===== src/rtl/ysyx_24110006_pkg.sv =====
// Shared definitions for the multi-cycle core sequencer and the units it drives.
// Latency: none (types, constants and pure functions only).
// Backpressure: not applicable.
//
// Contents: FSM state encodings, major opcode constants, IDU CSR type codes,
// and helpers that classify a decoded opcode for the writeback path.
package ysyx_24110006_pkg;

  // Sequencer states; the encodings are visible on o_state / o_err_stage.
  typedef enum logic [2:0] {
    ST_IDLE   = 3'd0,
    ST_FETCH  = 3'd1,
    ST_DECODE = 3'd2,
    ST_EXEC   = 3'd3,
    ST_MEM    = 3'd4,
    ST_WB     = 3'd5,
    ST_HALT   = 3'd6,
    ST_ERR    = 3'd7
  } stage_e;

  // Major opcodes the sequencer has to tell apart.
  localparam logic [6:0] OP_LOAD   = 7'b0000011;
  localparam logic [6:0] OP_STORE  = 7'b0100011;
  localparam logic [6:0] OP_BRANCH = 7'b1100011;
  localparam logic [6:0] OP_SYSTEM = 7'b1110011;

  // CSR type codes produced by the IDU for SYSTEM instructions.
  localparam logic [2:0] CSR_MRET  = 3'b000;
  localparam logic [2:0] CSR_CSRW  = 3'b001;
  localparam logic [2:0] CSR_ECALL = 3'b011;

  // Only loads and stores visit the MEM stage.
  function automatic logic op_uses_mem(input logic [6:0] op);
    return (op == OP_LOAD) || (op == OP_STORE);
  endfunction

  // Register-file write policy at writeback. Stores and branches never write;
  // among SYSTEM instructions only a CSR write returns a value to rd.
  function automatic logic op_writes_rf(input logic [6:0] op, input logic [2:0] csr_t);
    logic wen;
    wen = 1'b1;
    if ((op == OP_STORE) || (op == OP_BRANCH)) begin
      wen = 1'b0;
    end else if (op == OP_SYSTEM) begin
      case (csr_t)
        CSR_CSRW:            wen = 1'b1;
        CSR_MRET, CSR_ECALL: wen = 1'b0;
        default:             wen = 1'b0;
      endcase
    end
    return wen;
  endfunction

endpackage


===== src/rtl/ysyx_24110006_stage_wdt.sv =====
// Per-stage watchdog: flags a unit that has not answered within TIMEOUT_CYCLES.
// Latency: o_expire is combinational from the counter, asserted in the TIMEOUT_CYCLES-th enabled cycle.
// Backpressure: none; the caller decides whether a same-cycle done overrides expiry.
//
// Ports:
//   i_clock, i_reset_n : core clock, asynchronous active-low reset
//   i_clear            : restart the count (asserted on every state change)
//   i_enable           : current state is one that waits on a unit
//   o_expire           : this enabled cycle is the last one allowed
// TIMEOUT_CYCLES = 0 builds no counter and never expires.
module ysyx_24110006_stage_wdt #(
  parameter int TIMEOUT_CYCLES = 1024
) (
  input  logic i_clock,
  input  logic i_reset_n,
  input  logic i_clear,
  input  logic i_enable,
  output logic o_expire
);

  generate
    if (TIMEOUT_CYCLES == 0) begin : g_off
      logic unused_wdt_inputs;
      assign unused_wdt_inputs = ^{i_clock, i_reset_n, i_clear, i_enable};
      assign o_expire = 1'b0;
    end else begin : g_on
      localparam int CW = $clog2(TIMEOUT_CYCLES + 1);
      // cnt_q holds the number of completed cycles in the current state, so
      // the cycle in which it equals LAST is the TIMEOUT_CYCLES-th cycle.
      localparam logic [CW-1:0] LAST = CW'(TIMEOUT_CYCLES - 1);
      localparam logic [CW-1:0] SAT  = CW'(TIMEOUT_CYCLES);

      logic [CW-1:0] cnt_q;

      always_ff @(posedge i_clock or negedge i_reset_n) begin
        if (!i_reset_n) begin
          cnt_q <= '0;
        end else if (i_clear) begin
          cnt_q <= '0;
        end else if (i_enable && (cnt_q != SAT)) begin
          cnt_q <= cnt_q + 1'b1;
        end
      end

      assign o_expire = i_enable && (cnt_q >= LAST);
    end
  endgenerate

endmodule


===== src/rtl/ysyx_24110006_stage_seq.sv =====
// Multi-cycle core sequencer: pulses IFU/IDU/EXU/LSU starts in order and strobes writeback.
// Latency: one cycle per stage minimum (FETCH, DECODE, EXEC, [MEM], WB); every output is registered.
// Backpressure: each stage holds until its unit's valid; a per-stage watchdog sends a hung unit to ERR.
//
// Ports:
//   i_clock, i_reset_n        : core clock, asynchronous active-low reset
//   i_ifu/idu/exu/lsu_valid   : per-unit done, honoured only in that unit's own state
//   i_op, i_csr_t             : decoded opcode / CSR type, stable from DECODE done through WB
//   i_halt                    : halt request, sampled in WB
//   o_ifu_req/o_idu_start/o_exu_start/o_lsu_start : one-cycle start pulses on state entry
//   o_rf_wen, o_pc_wen, o_retire : writeback strobes, WB cycle only
//   o_state, o_busy           : current state encoding, state is not IDLE/HALT/ERR
//   o_timeout_err, o_err_stage: sticky watchdog error and the state it fired in
//   o_cycle_cnt, o_inst_cnt   : performance counters, built only with YSYX_24110006_PERF_CNT_EN
module ysyx_24110006_stage_seq
  import ysyx_24110006_pkg::*;
#(
  parameter int TIMEOUT_CYCLES = 1024,
  parameter int CNT_W          = 32
) (
  input  logic             i_clock,
  input  logic             i_reset_n,
  input  logic             i_ifu_valid,
  input  logic             i_idu_valid,
  input  logic [6:0]       i_op,
  input  logic [2:0]       i_csr_t,
  input  logic             i_exu_valid,
  input  logic             i_lsu_valid,
  input  logic             i_halt,
  output logic             o_ifu_req,
  output logic             o_idu_start,
  output logic             o_exu_start,
  output logic             o_lsu_start,
  output logic             o_rf_wen,
  output logic             o_pc_wen,
  output logic             o_retire,
  output logic [2:0]       o_state,
  output logic             o_busy,
  output logic             o_timeout_err,
  output logic [2:0]       o_err_stage,
  output logic [CNT_W-1:0] o_cycle_cnt,
  output logic [CNT_W-1:0] o_inst_cnt
);

  stage_e     state_q, state_d;
  logic       unit_done;
  logic       wdt_clear, wdt_enable, wdt_expire, wdt_fire;

  logic       ifu_req_q, ifu_req_d;
  logic       idu_start_q, idu_start_d;
  logic       exu_start_q, exu_start_d;
  logic       lsu_start_q, lsu_start_d;
  logic       wb_q, wb_d;
  logic       rf_wen_q, rf_wen_d;
  logic       busy_q, busy_d;
  logic       terr_q, terr_d;
  logic [2:0] err_stage_q, err_stage_d;

  // The unit that owns the current state; dones from other units are ignored.
  always_comb begin
    unit_done = 1'b0;
    case (state_q)
      ST_FETCH:  unit_done = i_ifu_valid;
      ST_DECODE: unit_done = i_idu_valid;
      ST_EXEC:   unit_done = i_exu_valid;
      ST_MEM:    unit_done = i_lsu_valid;
      default:   unit_done = 1'b0;
    endcase
  end

  // Next state and the next value of every registered output.
  always_comb begin
    state_d = state_q;
    case (state_q)
      ST_IDLE:   state_d = ST_FETCH;
      ST_FETCH:  if (i_ifu_valid) state_d = ST_DECODE;
      ST_DECODE: if (i_idu_valid) state_d = ST_EXEC;
      ST_EXEC:   if (i_exu_valid) state_d = op_uses_mem(i_op) ? ST_MEM : ST_WB;
      ST_MEM:    if (i_lsu_valid) state_d = ST_WB;
      ST_WB:     state_d = i_halt ? ST_HALT : ST_FETCH;
      ST_HALT:   state_d = ST_HALT;
      ST_ERR:    state_d = ST_ERR;
      default:   state_d = ST_ERR;
    endcase

    // A done arriving in the limit cycle wins over the watchdog.
    wdt_fire = wdt_expire && !unit_done;
    if (wdt_fire) begin
      state_d = ST_ERR;
    end

    // Every transition changes state, so "next differs from current" marks
    // the first cycle of a stage, including re-entry on the next instruction.
    ifu_req_d   = (state_d == ST_FETCH)  && (state_q != ST_FETCH);
    idu_start_d = (state_d == ST_DECODE) && (state_q != ST_DECODE);
    exu_start_d = (state_d == ST_EXEC)   && (state_q != ST_EXEC);
    lsu_start_d = (state_d == ST_MEM)    && (state_q != ST_MEM);
    wb_d        = (state_d == ST_WB);
    rf_wen_d    = wb_d && op_writes_rf(i_op, i_csr_t);
    busy_d      = !((state_d == ST_IDLE) || (state_d == ST_HALT) || (state_d == ST_ERR));

    terr_d      = terr_q || wdt_fire;
    err_stage_d = wdt_fire ? state_q : err_stage_q;
  end

  always_ff @(posedge i_clock or negedge i_reset_n) begin
    if (!i_reset_n) begin
      state_q     <= ST_IDLE;
      ifu_req_q   <= 1'b0;
      idu_start_q <= 1'b0;
      exu_start_q <= 1'b0;
      lsu_start_q <= 1'b0;
      wb_q        <= 1'b0;
      rf_wen_q    <= 1'b0;
      busy_q      <= 1'b0;
      terr_q      <= 1'b0;
      err_stage_q <= 3'd0;
    end else begin
      state_q     <= state_d;
      ifu_req_q   <= ifu_req_d;
      idu_start_q <= idu_start_d;
      exu_start_q <= exu_start_d;
      lsu_start_q <= lsu_start_d;
      wb_q        <= wb_d;
      rf_wen_q    <= rf_wen_d;
      busy_q      <= busy_d;
      terr_q      <= terr_d;
      err_stage_q <= err_stage_d;
    end
  end

  // Only the unit-waiting states are timed; the count restarts on each entry.
  assign wdt_clear  = (state_d != state_q);
  assign wdt_enable = (state_q == ST_FETCH) || (state_q == ST_DECODE) ||
                      (state_q == ST_EXEC)  || (state_q == ST_MEM);

  ysyx_24110006_stage_wdt #(
    .TIMEOUT_CYCLES(TIMEOUT_CYCLES)
  ) u_wdt (
    .i_clock  (i_clock),
    .i_reset_n(i_reset_n),
    .i_clear  (wdt_clear),
    .i_enable (wdt_enable),
    .o_expire (wdt_expire)
  );

  assign o_state       = state_q;
  assign o_ifu_req     = ifu_req_q;
  assign o_idu_start   = idu_start_q;
  assign o_exu_start   = exu_start_q;
  assign o_lsu_start   = lsu_start_q;
  assign o_rf_wen      = rf_wen_q;
  assign o_pc_wen      = wb_q;
  assign o_retire      = wb_q;
  assign o_busy        = busy_q;
  assign o_timeout_err = terr_q;
  assign o_err_stage   = err_stage_q;

`ifdef YSYX_24110006_PERF_CNT_EN
  logic [CNT_W-1:0] cycle_cnt_q;
  logic [CNT_W-1:0] inst_cnt_q;

  // inst_cnt steps on the same edge that raises o_retire.
  always_ff @(posedge i_clock or negedge i_reset_n) begin
    if (!i_reset_n) begin
      cycle_cnt_q <= '0;
      inst_cnt_q  <= '0;
    end else begin
      cycle_cnt_q <= cycle_cnt_q + 1'b1;
      if (wb_d) begin
        inst_cnt_q <= inst_cnt_q + 1'b1;
      end
    end
  end

  assign o_cycle_cnt = cycle_cnt_q;
  assign o_inst_cnt  = inst_cnt_q;
`else
  assign o_cycle_cnt = '0;
  assign o_inst_cnt  = '0;
`endif

endmodule


===== config.mk =====
export PLATFORM = sky130hd
export DESIGN_NAME = ysyx_24110006_stage_seq
export DESIGN_NICKNAME = d
export VERILOG_FILES = /design/src/rtl/ysyx_24110006_pkg.sv /design/src/rtl/ysyx_24110006_stage_wdt.sv /design/src/rtl/ysyx_24110006_stage_seq.sv
export SDC_FILE = /design/constraint.sdc
export NUM_CORES = 1
export LEC_CHECK = 0
export CAP_MARGIN = 20
export CELL_PAD_IN_SITES_DETAIL_PLACEMENT = 0
export CELL_PAD_IN_SITES_GLOBAL_PLACEMENT = 1
export CORE_MARGIN = 8
export CORE_UTILIZATION = 31
export CTS_CLUSTER_SIZE = 20
export DETAILED_ROUTE_END_ITERATION = 12
export GPL_ROUTABILITY_DRIVEN = 1
export GPL_TIMING_DRIVEN = 0
export PLACE_DENSITY_LB_ADDON = 0.1
export SYNTH_ARGS = -nofsm -noshare
export SYNTH_HDL_FRONTEND = slang
export SYNTH_HIERARCHICAL = 1
export SYNTH_SLANG_ARGS = --single-unit

===== constraint.sdc =====
create_clock -name i_clock -period 6.5 [get_ports i_clock]
set_clock_uncertainty 0.2 [all_clocks]
set_input_delay 1.3 -clock i_clock [delete_from_list [all_inputs] [get_ports i_clock]]
set_output_delay 1.3 -clock i_clock [all_outputs]
set_load 0.02 [all_outputs]

==> key figures, run 1 <==
Global route
  – Initial antenna violation count: 0
  – Largest net degree at the start of global routing: 20
  – Grt total ovfl: 0
  – All-Layer GR Usage: 0.0997
  – Global-route wire length before repair: 7170 um
  – Number of global-route vias before repair: 1548

Setup path
  – CP max FO: 10
  – Critical path class: primary input to flip-flop
  – Worst Path Required: about 6.5 ns
  – Startpoint Class: primary input
  – CP arrival: 3.63 ns
  – Crit path capture type: flip-flop

Clocking
  – Clock Latency Late Sink: 0.27 ns
  – Root Buffer: clkbuf_8
  – TritonCTS Buffers: 3
  – Hold-fix buffers, CTS: 0
  – CTS tree: yes
  – CTS Buffer Depth: 2
  – # H-tree levels: 1
  – # Post-CTS Setup Buffers: 0
  – PostCTS Resize Cnt: 0
  – CTS clk-pin slew, worst paths: about 0.10 ns
  – TritonCTS Sinks: 25

Timing
  – Fin crit share: 0.565
  – Worst slew margin: 0.640
  – Worst-Margin Slew: 0.537 ns
  – Final Hold Violating Endpoints: 0
  – Final setup violating endpoints: 0
  – RSZ-0062 raised after global routing: no
  – Final slew viol count: 0
  – Final Critical Period: 3.67 ns
  – Fin worst setup slack: 2.83 ns
  – TNS Setup: 0 ns
  – Hold WS: about 0.28 ns
  – Achievable Freq: 272 MHz

Floorplan
  – Row cnt: 28
  – Starting Density: 0.318
  – Core footprint: 5890 um2
  – Die width: ~94 um
  – Die Ht: 93.7 um
  – DIE AREA: about 9000 um2
  – IO Pins: 96

Route
  – DRT met1 WL: 1570 um
  – Avg Vias per Cell: 3.85
  – Max layer used: met4
  – Iteration-0 DRC Markers: 43
  – Met3 Routed Length: 369 um
  – Met2 routed WL: 2180 um
  – Vias: 1436
  – WL/cell: 11.1 um
  – Routed WL: 4140 um
  – Antenna Violating Nets Remaining: 0
  – Remaining routing DRC violations: 0
  – DR pass1 iterations: 4

Flow run
  – Maximum capacitance violations: 0

Min path
  – Hold crit path type: flip-flop to flip-flop

Outcome
  – Outcome: finished, final reports clean

Placed design
  – DPL Wire Length: 3470 um
  – Gp weighted congestion: approximately 0.75
  – Worst slack, placed: 2.53 ns
  – PortBufs: 31

Yosys
  – Unique masters post-synth: 44
  – Synth warnings: 6
  – Cells after synthesis: just under 200
  – Synthesis-stage register bit count: 25
  – Sequential fraction of the synthesis area: 0.335
  – Mapped Area: 1870 um2
  – Syn avg cell area: roughly 9.4 um2

Power and ir drop
  – Power Total: 0.000421 W
  – P per Cell Area: around 160 nW/um2
  – Clock share of power: 0.223
  – Worst IR Drop VDD: ~90 uV
  – Flop pwr share: 0.386
  – Leakage: 1.34 nW
  – Sw Share: 0.359
  – Internal power component: 0.000270 W
  – Net load switching power: about 0.00015 W
  – Comb power frac: 0.391

Final layout
  – Most frequent cells in the layout: 67 x buf_4, 64 x conb_1, 31 x clkdlybuf4s50_1
  – Final #Nets: about 320
  – Fillcell total: approximately 610
  – Antenna cells: 0
  – Layout overhead on the synthesized area: 38.4%
  – Commonest non-fill, non-tap cell in the layout: buf_4
  – Final Util: 0.439
  – Share of cells above drive strength 1: 0.292
==> final timing paths <==
path / endpoint / startpoint / cells after the start / slack, ns
max in group asynchronous: u_wdt/g_on.cnt_q[9] / i_reset_n / 2 / 4.53
min in group asynchronous: u_wdt/g_on.cnt_q[3] / i_reset_n / 1 / 1.13
min reg2reg: o_timeout_err / o_timeout_err / 1 / 0.28
max reg2reg: u_wdt/g_on.cnt_q[0] / o_state[2] / 8 / 3.47
max: u_wdt/g_on.cnt_q[0] / i_op[2] / 8 / 2.83
min: o_timeout_err / o_timeout_err / 1 / 0.28
==> registers in the layout, summed over array words and instances, names as in the netlist <==
signal            count
o_ifu_req             1
o_err_stage           3
o_state               3
o_pc_wen              1
u_wdt/g_on.cnt_q     11
o_exu_start           1
o_lsu_start           1
o_busy                1
o_rf_wen              1
o_timeout_err         1
o_idu_start           1
==> synthesized netlist by cell type (all sizes together) <==
library cell	instances	share of area
and3	2	0.0067
a211oi	1	0.0040
o21ai	7	0.025
or3	2	0.0067
a31oi	2	0.0067
a21oi	10	0.027
buf	68	0.27
nand2	6	0.012
clkbuf	1	0.0020
nor3	5	0.016
mux2i	2	0.011
o32ai	1	0.0087
dfrtp	25	0.33
nor4	4	0.021
and4bb	3	0.020
a311oi	1	0.0080
or2	1	0.0033
a31o	1	0.0094
o41ai	1	0.0047
xor2	2	0.0094
nand2b	5	0.017
nand4	5	0.025
a22oi	1	0.0040
o31ai	2	0.0080
ha	2	0.013
nor3b	2	0.0080
o21a	1	0.0040
xnor2	1	0.0047
mux2	6	0.036
or4	3	0.012
nand3	2	0.0054
inv	7	0.014
a2bb2oi	1	0.0047
nor2	13	0.027
conb	1	0.0020
nor2b	2	0.0067
==> power groups by stage <==
stage | clock network, W | logic, W | registers [W]
floorplan | 0 | 0.000120 | 0.000169
global placement | 0 | 0.000161 | 0.000165
detailed placement | 0 | 0.000164 | 0.000166
CTS | 0.0000990 | 0.000164 | 0.000163
global route | 0.000109 | 0.000182 | 0.000163
finish | 0.0000940 | 0.000165 | 0.000162
==> metal layers <==
metal | GRT usage | vias to the layer above
met5 | 0 | -
met4 | 0.0185 | 0
met3 | 0.0464 | 2
met2 | 0.184 | 44
met1 | 0.100 | 634
li1 | - | 756
==> metrics by stage <==
step / area [um2] / std cells
after floorplan: 2110 / 262
after global placement: 2510 / 368
after detailed placement: 2540 / 369
after CTS: 2590 / 373
after global routing: 2590 / 373
final: 2590 / 373
==> area by class of cell <==
class / count / area, um2 / share of cell area
tap: 75 / 93.8 / 0.0363
inverter: 7 / 26.3 / 0.0102
buffer: 69 / 512 / 0.198
sequential: 25 / 626 / 0.242
clock inverter: 1 / 7.51 / 0.00290
clock buffer: 3 / 41.3 / 0.0160
multi-input combinational: 161 / 942 / 0.364
timing repair buffer: 32 / 338 / 0.131
==> cell families after synthesis <==
kind of cell,count (synthesis),share of synthesized area
buf+inv,76,0.288
simple gates,55,0.187
compound gates,29,0.114
flops,25,0.335
mux,8,0.0469
xor+xnor,3,0.0141
fa+ha+maj,2,0.0134
other cells,1,0.00201
==> critical path, cell delays in order <==
cell and delay (ns):
clkdlybuf4s50_1 0.45, and4bb_2 0.25, a311oi_2 0.32, nor4_4 0.11, a22oi_1 0.39, clkbuf_1 0.44
nor2_1 0.09, mux2_2 0.27
No activity file was read; power rests on OpenSTA's default activity.
==> run 2: changes to the inputs <==
CORE_UTILIZATION = 26   (was 31)
clock period = 3.35 ns   (was 6.5 ns; I/O delays follow)
==> key figures, run 2 (synthesis results as in run 1) <==
Outcome
  – Outcome: finished, final reports clean

Route
  – DR pass1 iterations: 4
  – Avg Vias per Cell: roughly 3.6
  – Remaining routing DRC violations: 0
  – Vias: 1438
  – Routed WL: approximately 4300 um
  – Antenna Violating Nets Remaining: 0
  – Iteration-0 DRC Markers: 33
  – WL/cell: 10.9 um

Timing
  – Final slew viol count: 0
  – Final setup violating endpoints: 0
  – TNS Setup: 0 ns
  – Fin crit share: 0.913
  – RSZ-0062 raised after global routing: no
  – Achievable Freq: 327 MHz
  – Final Hold Violating Endpoints: 0
  – Final Critical Period: 3.06 ns
  – Hold WS: roughly 0.29 ns

Global route
  – Grt total ovfl: 0
  – Number of global-route vias before repair: between 1000 and 1500
  – Initial antenna violation count: 0
  – Global-route wire length before repair: 6980 um
  – Largest net degree at the start of global routing: 20
  – All-Layer GR Usage: 0.0850

Clocking
  – Hold-fix buffers, CTS: 0
  – TritonCTS Sinks: 25
  – CTS Buffer Depth: 2
  – TritonCTS Buffers: 3
  – # H-tree levels: 1
  – CTS clk-pin slew, worst paths: 0.10 ns
  – Root Buffer: clkbuf_8
  – CTS tree: yes
  – Clock Latency Late Sink: ~0.28 ns

Power and ir drop
  – P per Cell Area: ~320 nW/um2
  – Power Total: 0.000830 W
  – Net load switching power: 0.000304 W
  – Worst IR Drop VDD: ~180 uV
  – Internal power component: 0.000526 W
  – Comb power frac: 0.386
  – Flop pwr share: 0.380
  – Clock share of power: 0.235
  – Sw Share: 0.366
  – Leakage: around 1.3 nW

Final layout
  – Fin area: between 2000 and 3000 um2
  – Final Util: 0.368
  – Max FFs per register: 11
  – Area of the multi-input gates: 950 um2
  – Fillcell total: about 760
  – Antenna cells: 0
  – Reg area: ~630 um2
  – Final #Nets: 318
  – Commonest non-fill, non-tap cell in the layout: buf_4
  – Share of cells above drive strength 1: 0.295
  – Layout overhead on the synthesized area: 39.8%
  – Most frequent cells in the layout: 67 x buf_4, 64 x conb_1, 31 x clkdlybuf4s50_1
  – Largest reg by FF count: u_wdt/g_on.cnt_q

Floorplan
  – Starting Density: 0.263
  – Row cnt: 31
  – DIE AREA: 10200 um2
  – Die Ht: 101 um
  – IO Pins: 96
  – Die width: 101 um
  – Core footprint: around 7100 um2

Placed design
  – Gp weighted congestion: ~0.76
  – DP Area: 2550 um2
  – PortBufs: 31
  – DPL Wire Length: 3610 um

Setup path
  – Critical path, cell by cell: clkdlybuf4s50_1, and4bb_2, a311oi_2, nor4_4, a22oi_1, clkbuf_1, nor2_1, mux2_2
  – CP max FO: 10
  – CP arrival: roughly 3.0 ns
  – Critical path class: primary input to flip-flop
  – Slowest stage delay, CP: 0.45 ns
  – Buffers and inverters on the worst path: 2
  – Crit-path slowest cell: clkdlybuf4s50_1
  – Crit path capture type: flip-flop
  – Top delay family on crit path: buffers and inverters
  – Startpoint Class: primary input
  – Worst Path Required: 3.32 ns

Flow run
  – Maximum capacitance violations: 0

Min path
  – Hold crit path type: flip-flop to flip-flop
## run 2: changes by cell type in the layout (fill, tap and decap cells not counted)
cell,previous run,this run
buf_16,1,0
buf_8,0,1
clkinvlp_4,1,0
inv_6,0,1
xnor2_1,1,0
xnor2_2,0,1
## run 2: power groups by stage
| stage | Combinational (W) | Sequential (W) | Clock, W |
|---|---|---|---|
| final | 0.000320 | 0.000315 | 0.000195 |
| after CTS | 0.000320 | 0.000315 | 0.000208 |
| after global placement | 0.000315 | 0.000321 | 0 |
| after global routing | 0.000352 | 0.000317 | 0.000223 |
| after floorplan | 0.000232 | 0.000328 | 0 |
| after detailed placement | 0.000320 | 0.000321 | 0 |
## run 2: repair_timing
item | 4_1_cts | 5_1_grt
hold endpoints to repair | 0 | 0
gates resized for setup | 0 | 1
endpoints found under the setup margin | 0 | 2
buffers inserted | 0 | 0
## run 2: per-layer routing
layer,GRT usage,part of all wire
met5,0,0
met4,0.0140,0.0044
met3,0.0401,0.092
met2,0.151,0.52
met1,0.0899,0.38
## run 2: through the flow
stage	instances	worst slack [ns]
2_1_floorplan	262	0.666
3_3_place_gp	392	0.00263
3_5_place_dp	393	-0.0332
4_1_cts	397	0.209
5_1_grt	397	0.0608
6_report	397	0.292
## run 2: final timing paths
kind / from / to / slack [ns] / cells past startpoint
max in group asynchronous: i_reset_n / u_wdt/g_on.cnt_q[9] / 2.03 / 2
min: o_timeout_err / o_timeout_err / 0.29 / 1
min in group asynchronous: i_reset_n / u_wdt/g_on.cnt_q[2] / 0.47 / 1
max: i_op[2] / u_wdt/g_on.cnt_q[0] / 0.29 / 8
min reg2reg: o_timeout_err / o_timeout_err / 0.29 / 1
max reg2reg: o_state[0] / u_wdt/g_on.cnt_q[0] / 0.36 / 9
## run 2: layout make-up
cell class,instances,area share
flip-flops and latches,25,0.239
clock inverters,1,0.00335
repair buffers,32,0.125
clock buffers,3,0.0158
plain buffers,69,0.196
well taps,99,0.0474
inverters,7,0.0101
multi-input cells,161,0.364
## run 2: worst register-to-register path, stage by stage, from the launching register on
cell and delay, ns:
dfrtp_1 0.41, buf_4 0.18, nor2_1 0.24, xnor2_2 0.22, o21a_1 0.27, o21ai_0 0.12
a22oi_1 0.43, clkbuf_1 0.44, nor2_1 0.10, mux2_2 0.27
